===== src/rtl/ddr_read_ctrl_pkg.sv =====
// Shared types and constants for the DDR read-side controller.
package ddr_rd_pkg;

    // Default widths: halfword address, one DDR burst line, one halfword.
    localparam int ADDR_W_DEF = 27;
    localparam int LINE_W_DEF = 128;
    localparam int DATA_W_DEF = 16;

    // Halfword index bits inside a line (8 halfwords per line).
    localparam int HW_SEL_W = 3;

    // DDR application interface read command.
    localparam logic [2:0] CMD_READ = 3'b001;

    // Controller FSM states.
    typedef enum logic [1:0] {
        IDLE  = 2'd0,
        ISSUE = 2'd1,
        WAIT  = 2'd2,
        RESP  = 2'd3
    } rd_state_t;

endpackage


===== src/rtl/ddr_line_sel.sv =====
// Combinational halfword selector: picks halfword idx out of a line.
module ddr_line_sel
    import ddr_rd_pkg::*;
#(
    parameter int LINE_W = LINE_W_DEF,
    parameter int DATA_W = DATA_W_DEF
) (
    input  logic [LINE_W-1:0]   line,
    input  logic [HW_SEL_W-1:0] idx,
    output logic [DATA_W-1:0]   hw
);

    localparam int NUM_HW = LINE_W / DATA_W;

    // Line viewed as halfword lanes; lane n is bits [DATA_W*n +: DATA_W].
    logic [NUM_HW-1:0][DATA_W-1:0] lanes;

    assign lanes = line;

    // Plain lane mux driven by the halfword index.
    always_comb begin
        hw = lanes[idx];
    end

endmodule


===== src/rtl/ddr_read_ctrl.sv =====
// Read-side controller: arbitrates two halfword read ports, keeps one tagged
// line buffer and fetches whole lines from the DDR application interface.
module ddr_read_ctrl
    import ddr_rd_pkg::*;
#(
    parameter int ADDR_W = ADDR_W_DEF,
    parameter int LINE_W = LINE_W_DEF,
    parameter int DATA_W = DATA_W_DEF
) (
    input  logic              clk,
    input  logic              rst,
    // CPU-side ports: 0 = instruction fetch, 1 = data
    input  logic              p0_req,
    input  logic [ADDR_W-1:0] p0_addr,
    output logic              p0_ready,
    output logic [DATA_W-1:0] p0_data,
    input  logic              p1_req,
    input  logic [ADDR_W-1:0] p1_addr,
    output logic              p1_ready,
    output logic [DATA_W-1:0] p1_data,
    // line buffer invalidate
    input  logic              inv,
    // DDR controller application interface
    input  logic              init_calib_complete,
    output logic              app_en,
    output logic [2:0]        app_cmd,
    output logic [ADDR_W-1:0] app_addr,
    input  logic              app_rdy,
    input  logic [LINE_W-1:0] app_rd_data,
    input  logic              app_rd_data_valid
);

    localparam int TAG_W = ADDR_W - HW_SEL_W;

    rd_state_t state, state_nxt;

    // Ports gathered into packed arrays so the arbiter can index them.
    logic [1:0]             req;
    logic [1:0][ADDR_W-1:0] addr;

    // Arbitration result for the current cycle.
    logic              gnt_now;
    logic              gnt_port;
    logic [ADDR_W-1:0] gnt_addr;
    logic              hit;
    logic              fill;

    // Latched grant context.
    logic              grant;
    logic              last_grant;
    logic [ADDR_W-1:0] addr_q;

    // Line buffer.
    logic              line_valid;
    logic [TAG_W-1:0]  line_tag;
    logic [LINE_W-1:0] line_buf;

    // Response path.
    logic [LINE_W-1:0]      sel_line;
    logic [HW_SEL_W-1:0]    sel_idx;
    logic [DATA_W-1:0]      sel_hw;
    logic                   resp_port;
    logic [1:0]             rdy_q;
    logic [1:0][DATA_W-1:0] data_q;

    assign req  = {p1_req, p0_req};
    assign addr = {p1_addr, p0_addr};

    // Round-robin arbiter: on a tie the port that was not served last wins,
    // a lone requester always wins. Grants are blocked until calibration.
    always_comb begin
        gnt_now  = init_calib_complete & (|req);
        gnt_port = (&req) ? ~last_grant : req[1];
        gnt_addr = addr[gnt_port];
        hit      = line_valid && (line_tag == gnt_addr[ADDR_W-1:HW_SEL_W]);
        fill     = (state == WAIT) && app_rd_data_valid;
    end

    // State register; reset abandons any outstanding DDR read.
    always_ff @(posedge clk) begin
        if (rst) begin
            state <= IDLE;
        end else begin
            state <= state_nxt;
        end
    end

    // Next-state logic.
    always_comb begin
        state_nxt = state;
        unique case (state)
            IDLE: begin
                if (gnt_now) begin
                    state_nxt = hit ? RESP : ISSUE;
                end
            end
            ISSUE: begin
                if (app_rdy) begin
                    state_nxt = WAIT;
                end
            end
            WAIT: begin
                if (app_rd_data_valid) begin
                    state_nxt = RESP;
                end
            end
            RESP: begin
                state_nxt = IDLE;
            end
            default: begin
                state_nxt = IDLE;
            end
        endcase
    end

    // Latch grant context in IDLE; app_addr is derived from it, so it stays
    // stable for the whole ISSUE state.
    always_ff @(posedge clk) begin
        if (rst) begin
            grant      <= 1'b0;
            last_grant <= 1'b1;
            addr_q     <= '0;
        end else if (state == IDLE && gnt_now) begin
            grant      <= gnt_port;
            last_grant <= gnt_port;
            addr_q     <= gnt_addr;
        end
    end

    // Line buffer fill. inv wins over a same-cycle fill for line_valid only;
    // the captured line still feeds the pending response.
    always_ff @(posedge clk) begin
        if (rst) begin
            line_valid <= 1'b0;
            line_tag   <= '0;
            line_buf   <= '0;
        end else begin
            if (fill) begin
                line_buf <= app_rd_data;
                line_tag <= addr_q[ADDR_W-1:HW_SEL_W];
            end
            if (inv) begin
                line_valid <= 1'b0;
            end else if (fill) begin
                line_valid <= 1'b1;
            end
        end
    end

    // Selector source: the incoming line during a fill, the buffer on a hit.
    always_comb begin
        sel_line  = (state == WAIT) ? app_rd_data : line_buf;
        sel_idx   = (state == IDLE) ? gnt_addr[HW_SEL_W-1:0] : addr_q[HW_SEL_W-1:0];
        resp_port = (state == IDLE) ? gnt_port : grant;
    end

    ddr_line_sel #(
        .LINE_W (LINE_W),
        .DATA_W (DATA_W)
    ) u_line_sel (
        .line (sel_line),
        .idx  (sel_idx),
        .hw   (sel_hw)
    );

    // Registered responses: ready pulses in the RESP cycle, data holds.
    always_ff @(posedge clk) begin
        if (rst) begin
            rdy_q  <= '0;
            data_q <= '0;
        end else begin
            rdy_q <= '0;
            if (state_nxt == RESP) begin
                rdy_q[resp_port]  <= 1'b1;
                data_q[resp_port] <= sel_hw;
            end
        end
    end

    assign p0_ready = rdy_q[0];
    assign p1_ready = rdy_q[1];
    assign p0_data  = data_q[0];
    assign p1_data  = data_q[1];

    assign app_en   = (state == ISSUE);
    assign app_cmd  = CMD_READ;
    assign app_addr = {addr_q[ADDR_W-1:HW_SEL_W], {HW_SEL_W{1'b0}}};

endmodule

===== config.mk =====
export PLATFORM = sky130hd
export DESIGN_NAME = ddr_read_ctrl
export DESIGN_NICKNAME = d
export VERILOG_FILES = /design/src/rtl/ddr_read_ctrl_pkg.sv /design/src/rtl/ddr_line_sel.sv /design/src/rtl/ddr_read_ctrl.sv
export SDC_FILE = /design/constraint.sdc
export NUM_CORES = 1
export LEC_CHECK = 0
export ABC_AREA = 1
export CAP_MARGIN = 20
export CORE_ASPECT_RATIO = 0.7
export CORE_MARGIN = 5
export CORE_UTILIZATION = 45
export CTS_BUF_LIST = sky130_fd_sc_hd__clkbuf_2 sky130_fd_sc_hd__clkbuf_4 sky130_fd_sc_hd__clkbuf_8
export CTS_CLUSTER_DIAMETER = 50
export CTS_CLUSTER_SIZE = 40
export DETAILED_ROUTE_END_ITERATION = 16
export PLACE_DENSITY_LB_ADDON = 0.25
export SKIP_LAST_GASP = 1
export SYNTH_ARGS = -nofsm -noshare
export SYNTH_HDL_FRONTEND = slang
export SYNTH_HIERARCHICAL = 1
export SYNTH_SLANG_ARGS = --single-unit

===== constraint.sdc =====
create_clock -name clk -period 3.4 [get_ports clk]
set_clock_uncertainty 0.05 [all_clocks]
set_input_delay 1.02 -clock clk [delete_from_list [all_inputs] [get_ports clk]]
set_output_delay 1.02 -clock clk [all_outputs]
set_load 0.03 [all_outputs]

Word-level counts from Yosys, hierarchy flattened
Index checks and enable logic that the tools add are counted.
- register bits after elaboration: 218
- bits in latches: 0
- bits in writable memories: 0
- bits in read-only memories: 0
- input bits: 190
- output and inout bits: 65
- memories: 0
- add/sub/neg operators: 0
- multiply operators: 0
- divide/modulo/power cells: 0
- magnitude comparators: 4
- equal/unequal tests: 5
- shifts and indexed selects: 0
- muxes and demuxes: 18
- bitwise logic cells: 3
- reduce and logical (&&, ||, !) cells: 9
- operator list (operator ; count):
    2-to-1 mux 128 bit ; 1
    2-to-1 mux 27 bit ; 2
    binary-select mux 16 bit (select 3 bit) ; 1
    bitwise mux 32 bit ; 1
    2-to-1 mux 16 bit ; 2
    equality test 24 bit ; 1
    demux 16 bit (select 1 bit) ; 1
    2-to-1 mux 2 bit ; 4
    case mux 2 bit (4 select lines) ; 1
    equality test 2 bit, second input constant ; 3
    OR reduction 2 bit ; 3
    logical AND 1 bit ; 4
    less-than comparator 1 x 2 -> 1 bit, second input constant ; 2
    less-than comparator 3 x 4 -> 1 bit, second input constant ; 1
    2-to-1 mux 1 bit ; 3
    2-to-1 mux 3 bit ; 1
    equality test 2 x 1 -> 1 bit, second input constant ; 1
    zero test 2 bit ; 1
    NOT 1 bit ; 2
    AND reduction 2 bit ; 1
    bitwise AND 1 bit ; 1
    demux 1 bit (select 1 bit) ; 1
    greater-or-equal comparator 1 bit, second input constant ; 1

Logic depth before layout (Yosys ltp)
Gate-level depths: netlist (run 1).
- depth after elaboration: 12
- gate-level depth with buffers: 18
- gate-level depth less buffers: 16

By module
Netlist (run 1), hierarchy kept.
- by module, submodules not included (module ; instances ; cells each ; area each (sq um) ; seq. area each (sq um)):
    ddr_read_ctrl ; 1 ; 1514 ; 10223.6 ; 4364.2
    ddr_line_sel ; 1 ; 426 ; 1761.7 ; 0.0

Worst setup path after synthesis (run 1)
Ideal clock, no wire load.
- path type: input -> register
- from: input p1_req
- to: register data_q, in the netlist p0_data[13]
- library setup time: 0.113 ns
- arrival: 2.490 ns
- setup slack: 0.747 ns
- stages on the path: 14
- cell sequence: buf_4 nand2_4 buf_6 mux2i_1 o21ai_0 buf_4 buf_4 nand2_1 nand3_1 nand2_1 nand2_1 nand2_1 nor2_1 nor2_1
- RTL lines (element ; RTL line ; RTL):
    start: declaration ; ddr_read_ctrl.sv:17 ; input logic p1_req,
    AND reduction 2 bit ; ddr_read_ctrl.sv:73 ; gnt_port = (&req) ? ~last_grant : req[1];
    2-to-1 mux 1 bit * ; ddr_read_ctrl.sv:73 ;
    2-to-1 mux 27 bit (not written as such) * (2 in series) ; ddr_read_ctrl.sv:74 ; gnt_addr = addr[gnt_port];
    2-to-1 mux 3 bit * ; ddr_read_ctrl.sv:153 ; sel_idx = (state == IDLE) ? gnt_addr[HW_SEL_W-1:0] : addr_q[HW_SEL_W-1:0];
    named net sel_idx[0] ; ddr_read_ctrl.sv:60 ; logic [HW_SEL_W-1:0] sel_idx;
    binary-select mux 16 bit (select 3 bit) * ; ddr_line_sel.sv:22 ; hw = lanes[idx];
    2-to-1 mux 16 bit (not written as such) * ; ddr_line_sel.sv:22 ;
    named net sel_hw[13] ; ddr_read_ctrl.sv:61 ; logic [DATA_W-1:0] sel_hw;
    bitwise mux 32 bit * ; ddr_read_ctrl.sv:175 ; data_q[resp_port] <= sel_hw;
    end signal: indexed assignment ; ddr_read_ctrl.sv:175 ;
    end: declaration ; ddr_read_ctrl.sv:64 ; logic [1:0][DATA_W-1:0] data_q;
Mark *: on every way through the listed nets, which the timed path passes. The rest lies on a longest branch. The select of a mux whose other input is x is not followed.
A chain may end at the register's enable or synchronous reset.

Worst setup path in the final report (run 1)
- from: input p0_req
- to: register data_q, in the netlist p0_data[9]
- RTL lines (element ; RTL line ; RTL):
    start: declaration ; ddr_read_ctrl.sv:13 ; input logic p0_req,
    AND reduction 2 bit ; ddr_read_ctrl.sv:73 ;
    2-to-1 mux 1 bit ; ddr_read_ctrl.sv:73 ;
    2-to-1 mux 27 bit (not written as such) (2 in series) ; ddr_read_ctrl.sv:74 ;
    2-to-1 mux 3 bit ; ddr_read_ctrl.sv:153 ;
    named net sel_idx[0] ; ddr_read_ctrl.sv:60 ;
    binary-select mux 16 bit (select 3 bit) ; ddr_line_sel.sv:22 ;
    2-to-1 mux 16 bit (not written as such) ; ddr_line_sel.sv:22 ;
    named net sel_hw[9] ; ddr_read_ctrl.sv:61 ;
    bitwise mux 32 bit ; ddr_read_ctrl.sv:175 ;
The timed path passes the listed nets, and every way through them passes these cells. The select of a mux whose other input is x is not followed.

==> results of run 1 <==
-- routing by layer --
layer / vias up / track usage (%) / part of all wire [%]
li1: 6295 / - / -
met1: 5585 / 33.6 / 46
met2: 356 / 36.2 / 44
met3: 47 / 4.20 / 7.2
met4: 2 / 4.65 / 2.0
met5: - / 0 / 0.036
-- power groups by stage --
stage,sequential [mW],clock [mW],combinational (mW)
final,2.81,1.95,2.08
after global routing,2.83,2.10,2.31
after CTS,2.81,1.99,2.07
after floorplan,2.91,0,1.28
after detailed placement,2.87,0,2.06
after global placement,2.86,0,2.03
-- metrics by stage --
step / area (um^2) / setup WS (ns) / instances / hold WS (ns)
after floorplan: 12000 / 0.747 / 1944 / 0.375
after global placement: 14600 / -0.0919 / 2431 / 0.381
after detailed placement: 14600 / -0.226 / 2431 / 0.386
after global routing: 15100 / 0.141 / 2475 / 0.415
final: 15100 / 0.278 / 2475 / 0.397
after CTS: 15100 / 0.367 / 2475 / 0.399
-- cells by family after synthesis --
kind of cell           after synthesis  synth area share, %
buffers and inverters              500                 17.9
AO/OA/AOI/OAI                      494                 20.7
other                                2               0.0627
AND/OR/NAND/NOR                    723                 24.6
flip-flops                         218                 36.4
multiplexers                         3                0.251
-- final timing paths --
| check | end | slack, ns | start | cells past startpoint |
|---|---|---|---|---|
| setup / recovery | p0_data[9]$_SDFFE_PP0P_ | 0.28 | p0_req | 14 |
| hold / removal | line_buf[94]$_SDFFE_PP0P_ | 0.40 | line_buf[94]$_SDFFE_PP0P_ | 2 |
| setup reg to reg | p0_data[9]$_SDFFE_PP0P_ | 0.86 | last_grant$_SDFFE_PP1P_ | 13 |
| hold reg to reg | line_buf[94]$_SDFFE_PP0P_ | 0.40 | line_buf[94]$_SDFFE_PP0P_ | 2 |
-- critical path: stages --
cell,delay [ns]
clkdlybuf4s50_1,0.50
nand2_2,0.11
nand2_4,0.28
mux2i_1,0.48
o21ai_4,0.13
inv_2,0.13
buf_12,0.19
nand2_1,0.10
nand3_1,0.09
nand2_1,0.09
nand2_1,0.12
nand2_1,0.08
nor2_1,0.10
nor2_1,0.05
-- final cells by class --
class	instances	area, um^2	area share [%]
multi-input cells	1226	5520	36.5
clock buffers	29	380	2.51
inverters	342	1290	8.50
well taps	364	455	3.01
clock inverters	15	160	1.06
repair buffers	281	2960	19.5
flip-flops and latches	218	4360	28.9
-- flip-flops by register name, indices dropped and copies added (netlist names) --
signal and cells:
line_buf 128, addr_q 27, line_tag 24, p0_data 16, p1_data 16, rdy_q 2
state 2, grant 1, last_grant 1, line_valid 1
-- placed cells by master, fill, tap and decap left out, types with 2 or more instances in the layout --
master	n
clkdlybuf4s50_1	248
inv_6	2
buf_4	15
nand2_2	3
clkbuf_4	3
nand4_4	2
nand2_4	2
clkinv_4	7
nand3_1	106
a31oi_1	9
conb_1	6
nand3b_1	14
dfxtp_1	218
nor2_1	86
nand2_1	507
inv_2	2
inv_1	339
buf_12	18
inv_8	2
o21ai_0	309
a21oi_1	172
clkbuf_8	26
mux2i_1	3
==> metrics.txt, run 1 <==
via count 12,300; Die W 205 um; vias in the first global route 10,900; Initial Util 45.3%; P_sw 2.44 mW; EDFF count, synth 0; YS warnings 6; Yosys top cell by area dfxtp_1; DRT iter0 DRCs 1,014; CP Class in -> reg; Internal 4.40 mW; share of layout cells above drive strength 1 4.31%; Sw Share 35.7%; core area 26,500 um^2; RD Place Congestion 0.883; first-pass GRT wire length 57,300 um; synth cell count leaders 508 x nand2_1, 340 x inv_1, 312 x o21ai_0; # Max-Cap Violations 0; CP Capture Type flip-flop; Post-synth ARST share 0%; top-area cell type share of the netlist area 36.4%; First-pass DRT Iterations 5; hold_buf cts 0; Critical Path AT 3.52 ns; power per cell area 452 nW/um^2; total power 6.84 mW; Synth Register Bits 218; WP data required 3.80 ns; Synth cell types 22; Layout Utilization 57.2%; DIE HEIGHT 147 um; Avg Vias per Cell 4.96; TritonCTS buffer count 24; post-route ant nets 0; final-report max-slew violation count 0; Setup crit start kind input port; I/O pins 255; clk_lat worst skew 0.55 ns; Max clock buf depth 3; routed wire length 36,600 um; Setup TNS 0 ns; sequential group share of total power 41.1%; final period utilization 91.8%; RSZ-0062 raised after global routing no; initial antenna violation count 1; synthesized area 12,000 um^2; ys flop type dfxtp_1; DR DRC count 0; worst hold path class reg -> reg; worst relative slew slack 49.5%; Post-CTS Setup Inserts 0; fill cell count 2,598; Final Hold Fails 0; endpoints failing setup 0; Diodes inserted 0; min Tclk post-route 3.12 ns; Worst-path clk slew 0.10 ns; cts repair resizes 0; status completed; IO Port Bufs 248; Root Driver clkbuf_8; Post-Syn Instances 1,940; Die Area 30,000 um^2; part of the Yosys area used for sequential elements 36.4%; Total Nets Final 2,283; GRT Resource Usage Total 23.2%; row cnt 50; WL/cell 14.8 um; Mean Syn Cell Area 6.18 um^2; Max VDD drop 0.279 mV; most common cell in the netlist nand2_1; pin count of the biggest net entering global routing 150; top cells by area, synth dfxtp_1 36%, nand2_1 16%, o21ai_0 13%; # H-tree levels 1; crit path max fanout 32; CTS tree yes; leak pwr 6.41 nW; Detail Placement HPWL 26,500 um; Worst Tran Pin Value 0.756 ns; gr ovfl total 0; Clk pwr share 28.5%; Comb pwr share 30.5%; clk sinks 218; FMAX 320 MHz; Area Overhead vs Synth 26.2%
Power figures use the tool's default switching activity.
==> run 2: changes to the inputs <==
--- a/config.mk
+++ b/config.mk
@@ -5,7 +5,6 @@
 export SDC_FILE = /design/constraint.sdc
 export NUM_CORES = 1
 export LEC_CHECK = 0
-export ABC_AREA = 1
 export CAP_MARGIN = 20
 export CORE_ASPECT_RATIO = 0.7
 export CORE_MARGIN = 5
==> run 2 against run 1 <==
Worst hold slack improved by 0.0087 ns. Clock-buffer cell count decreased by 8. Critical path type unchanged. Final area fell by 1.4%. Clock power fell by 2%. Register-to-register slack worse by 0.19 ns.
==> metrics.txt, run 2 <==
setup ws final 0.140 ns (-0.138 ns); top cells by area, synth dfxtp_1 38%, mux2_2 14%, nand2_1 11%; endpoints failing setup 0 (unchanged); YS warnings 6 (unchanged); Final Hold Fails 0 (unchanged); Die Area 28,800 um^2 (-4.2%); I/O pins 255 (unchanged); TritonCTS buffer count 21 (-13%); DIE HEIGHT 143 um (-2.1%); via count 9,985 (-19%); Worst-path clk slew 0.11 ns (about the same); synthesized area 11,400 um^2 (-4.5%); DRT iter0 DRCs 935 (-7.8%); ys flop type dfxtp_1; Total Nets Final 1,686 (-26%); Die W 201 um (-2.2%); Post-CTS Setup Inserts 0 (unchanged); # Max-Cap Violations 0 (unchanged); # H-tree levels 1 (unchanged); Worst Tran Pin Value 0.806 ns (+0.0500 ns); core area 24,900 um^2 (-6.0%); Largest regs line_buf: 128 flops, addr_q: 27 flops, line_tag: 24 flops; max FFs per register 128 (unchanged); Yosys top cell by area dfxtp_1; routed wire length 35,900 um (-2.0%); Post-synth ARST share 0% (unchanged); min Tclk post-route 3.26 ns (+0.138 ns); Post-Syn Instances 1,288 (-34%); RD Place Congestion 0.919 (+4.1%); Synth Register Bits 218 (unchanged); Layout Utilization 60.0% (+2.8 points); First-pass DRT Iterations 5 (unchanged); CTS tree yes; leak pwr 5.69 nW (-11%); part of the Yosys area used for sequential elements 38.1% (+1.7 points); status completed; final-report max-slew violation count 0 (unchanged); GRT Resource Usage Total 23.4% (+0.26 points); WL/cell 19.5 um (+32%); Reg2Reg Depth 7 (-6); crit path max fanout 12 (-63%); most common cell in the netlist nand2_1; EDFF count, synth 0 (unchanged); Top reg by flops line_buf; setup slack, reg-to-reg 0.67 ns (-0.19 ns); IO Port Bufs 248 (unchanged); Area Overhead vs Synth 30.3%; Max VDD drop 0.244 mV (-13%); RSZ-0062 raised after global routing no; Setup WS pre-CTS -0.476 ns (-0.250 ns); pin count of the biggest net entering global routing 112 (-25%); post-route ant nets 0 (unchanged); Critical Path AT 3.66 ns (+0.14 ns); Initial Util 46.0% (+0.75 points); row cnt 48 (-4.0%); most common cell after layout, fill and taps aside nand2_1; top-area cell type share of the netlist area 38.1% (+1.7 points); initial antenna violation count 7 (+6); FMAX 307 MHz (-4.2%); clk sinks 218 (unchanged); CP Capture Point p0_data[3]$_SDFFE_PP0P_; WP data required 3.80 ns (about the same); worst relative slew slack 46.3% (-3.2 points); DR DRC count 0 (unchanged); total power 5.78 mW (-16%); Max clock buf depth 3 (unchanged); placed instance count 1,798 (-26%); gr ovfl total 0 (unchanged); vias in the first global route 9,349 (-14%); Mean Syn Cell Area 8.89 um^2 (+44%); final period utilization 95.9% (+4.1 points); clk_lat worst skew 0.56 ns (about the same); Synth cell types 51 (+130%); CP Capture Type flip-flop; share of layout cells above drive strength 1 17.6% (+13 points); Setup crit start kind input port; most frequent cells in the layout 325 x nand2_1, 247 x clkdlybuf4s50_1, 218 x dfxtp_1; Avg Vias per Cell 5.43 (+9.3%); Worst setup startpoint p1_req; first-pass GRT wire length 54,200 um (-5.5%); worst hold path class reg -> reg; Detail Placement HPWL 26,300 um (-0.51%); r2r startpoint state[1]$_SDFF_PP0_; CP Class in -> reg; synth cell count leaders 326 x nand2_1, 218 x dfxtp_1, 162 x a21oi_1; non-filler cells, final 1,840 (-26%); Worst R2R End p0_data[3]$_SDFFE_PP0P_; Root Driver clkbuf_8; power per cell area 387 nW/um^2 (-14%)
run 2: changes by cell type in the layout (fill, tap and decap cells not counted), moves of 32 or more:
cell and delta:
mux2_2 +144, nand3_1 -105, nor2_1 -48, nand2b_1 +66
buf_4 +32, inv_1 -325, nand2_1 -182, mux2i_1 +51
o21ai_0 -306
run 2: cells by family (layout without fill, tap and decap cells):
logic type	after synthesis	count (layout)	synth area share, %
AND/OR/NAND/NOR	463	463	17.5
multiplexers	233	233	26.4
AO/OA/AOI/OAI	224	224	11.3
flip-flops	218	218	38.1
buffers and inverters	142	361	6.19
XOR/XNOR	6	6	0.459
other	2	10	0.0656
run 2: area by class of cell:
cell class                 count  area, um^2
sequential                   218        4360
timing repair buffer         309        3110
fill                        2167        9950
clock buffer                  21         289
multi-input combinational    932        6470
tap                          325         407
inverter                      14        52.6
antenna                        4        10.0
clock inverter                17         215
run 2: where the power goes:
| part | total (mW) | switching (mW) | internal (mW) |
|---|---|---|---|
| combinational | 1.20 | 0.575 | 0.629 |
| clock | 1.91 | 1.09 | 0.814 |
| sequential | 2.67 | 0.0486 | 2.62 |
run 2: worst min-delay path by stage:
stage                     slack [ns]                       from  cells past startpoint                         to
after floorplan                 0.38   line_buf[0]$_SDFFE_PP0P_                      2   line_buf[0]$_SDFFE_PP0P_
after global placement          0.39  line_buf[67]$_SDFFE_PP0P_                      2  line_buf[67]$_SDFFE_PP0P_
after detailed placement        0.39  line_buf[29]$_SDFFE_PP0P_                      2  line_buf[29]$_SDFFE_PP0P_
after CTS                       0.41  line_buf[77]$_SDFFE_PP0P_                      2  line_buf[77]$_SDFFE_PP0P_
after global routing            0.42  line_buf[48]$_SDFFE_PP0P_                      2  line_buf[48]$_SDFFE_PP0P_
final                           0.41  line_buf[14]$_SDFFE_PP0P_                      2  line_buf[14]$_SDFFE_PP0P_
run 2: worst max-delay path: stages:
cell and delay (ns):
clkdlybuf4s50_1 0.50, a21bo_2 0.28, mux2i_1 0.20, a21oi_4 0.25, buf_12 0.18, mux4_1 0.70, mux2_2 0.33, nand2b_1 0.11
mux2i_1 0.08
run 2: through the flow:
step                cell area (um^2)  TNS (ns)  hold slack (ns)
floorplan                      11500         0            0.384
global placement               14400    -12.06            0.388
detailed placement             14400    -14.04            0.394
CTS                            14900         0            0.409
global route                   14900         0            0.422
finish                         14900         0            0.406
run 2: metal layers:
layer	global-route usage (%)	wire [um]	up-vias
li1	-	-	4838
met1	36.6	17600	4748
met2	33.5	15100	364
met3	4.76	2680	35
met4	4.31	471	0
met5	0	0	-
run 2: repair_timing:
action / CTS / global route
endpoints found under the setup margin: 0 / 19
hold buffers: 0 / 0
resized for setup: 0 / 6
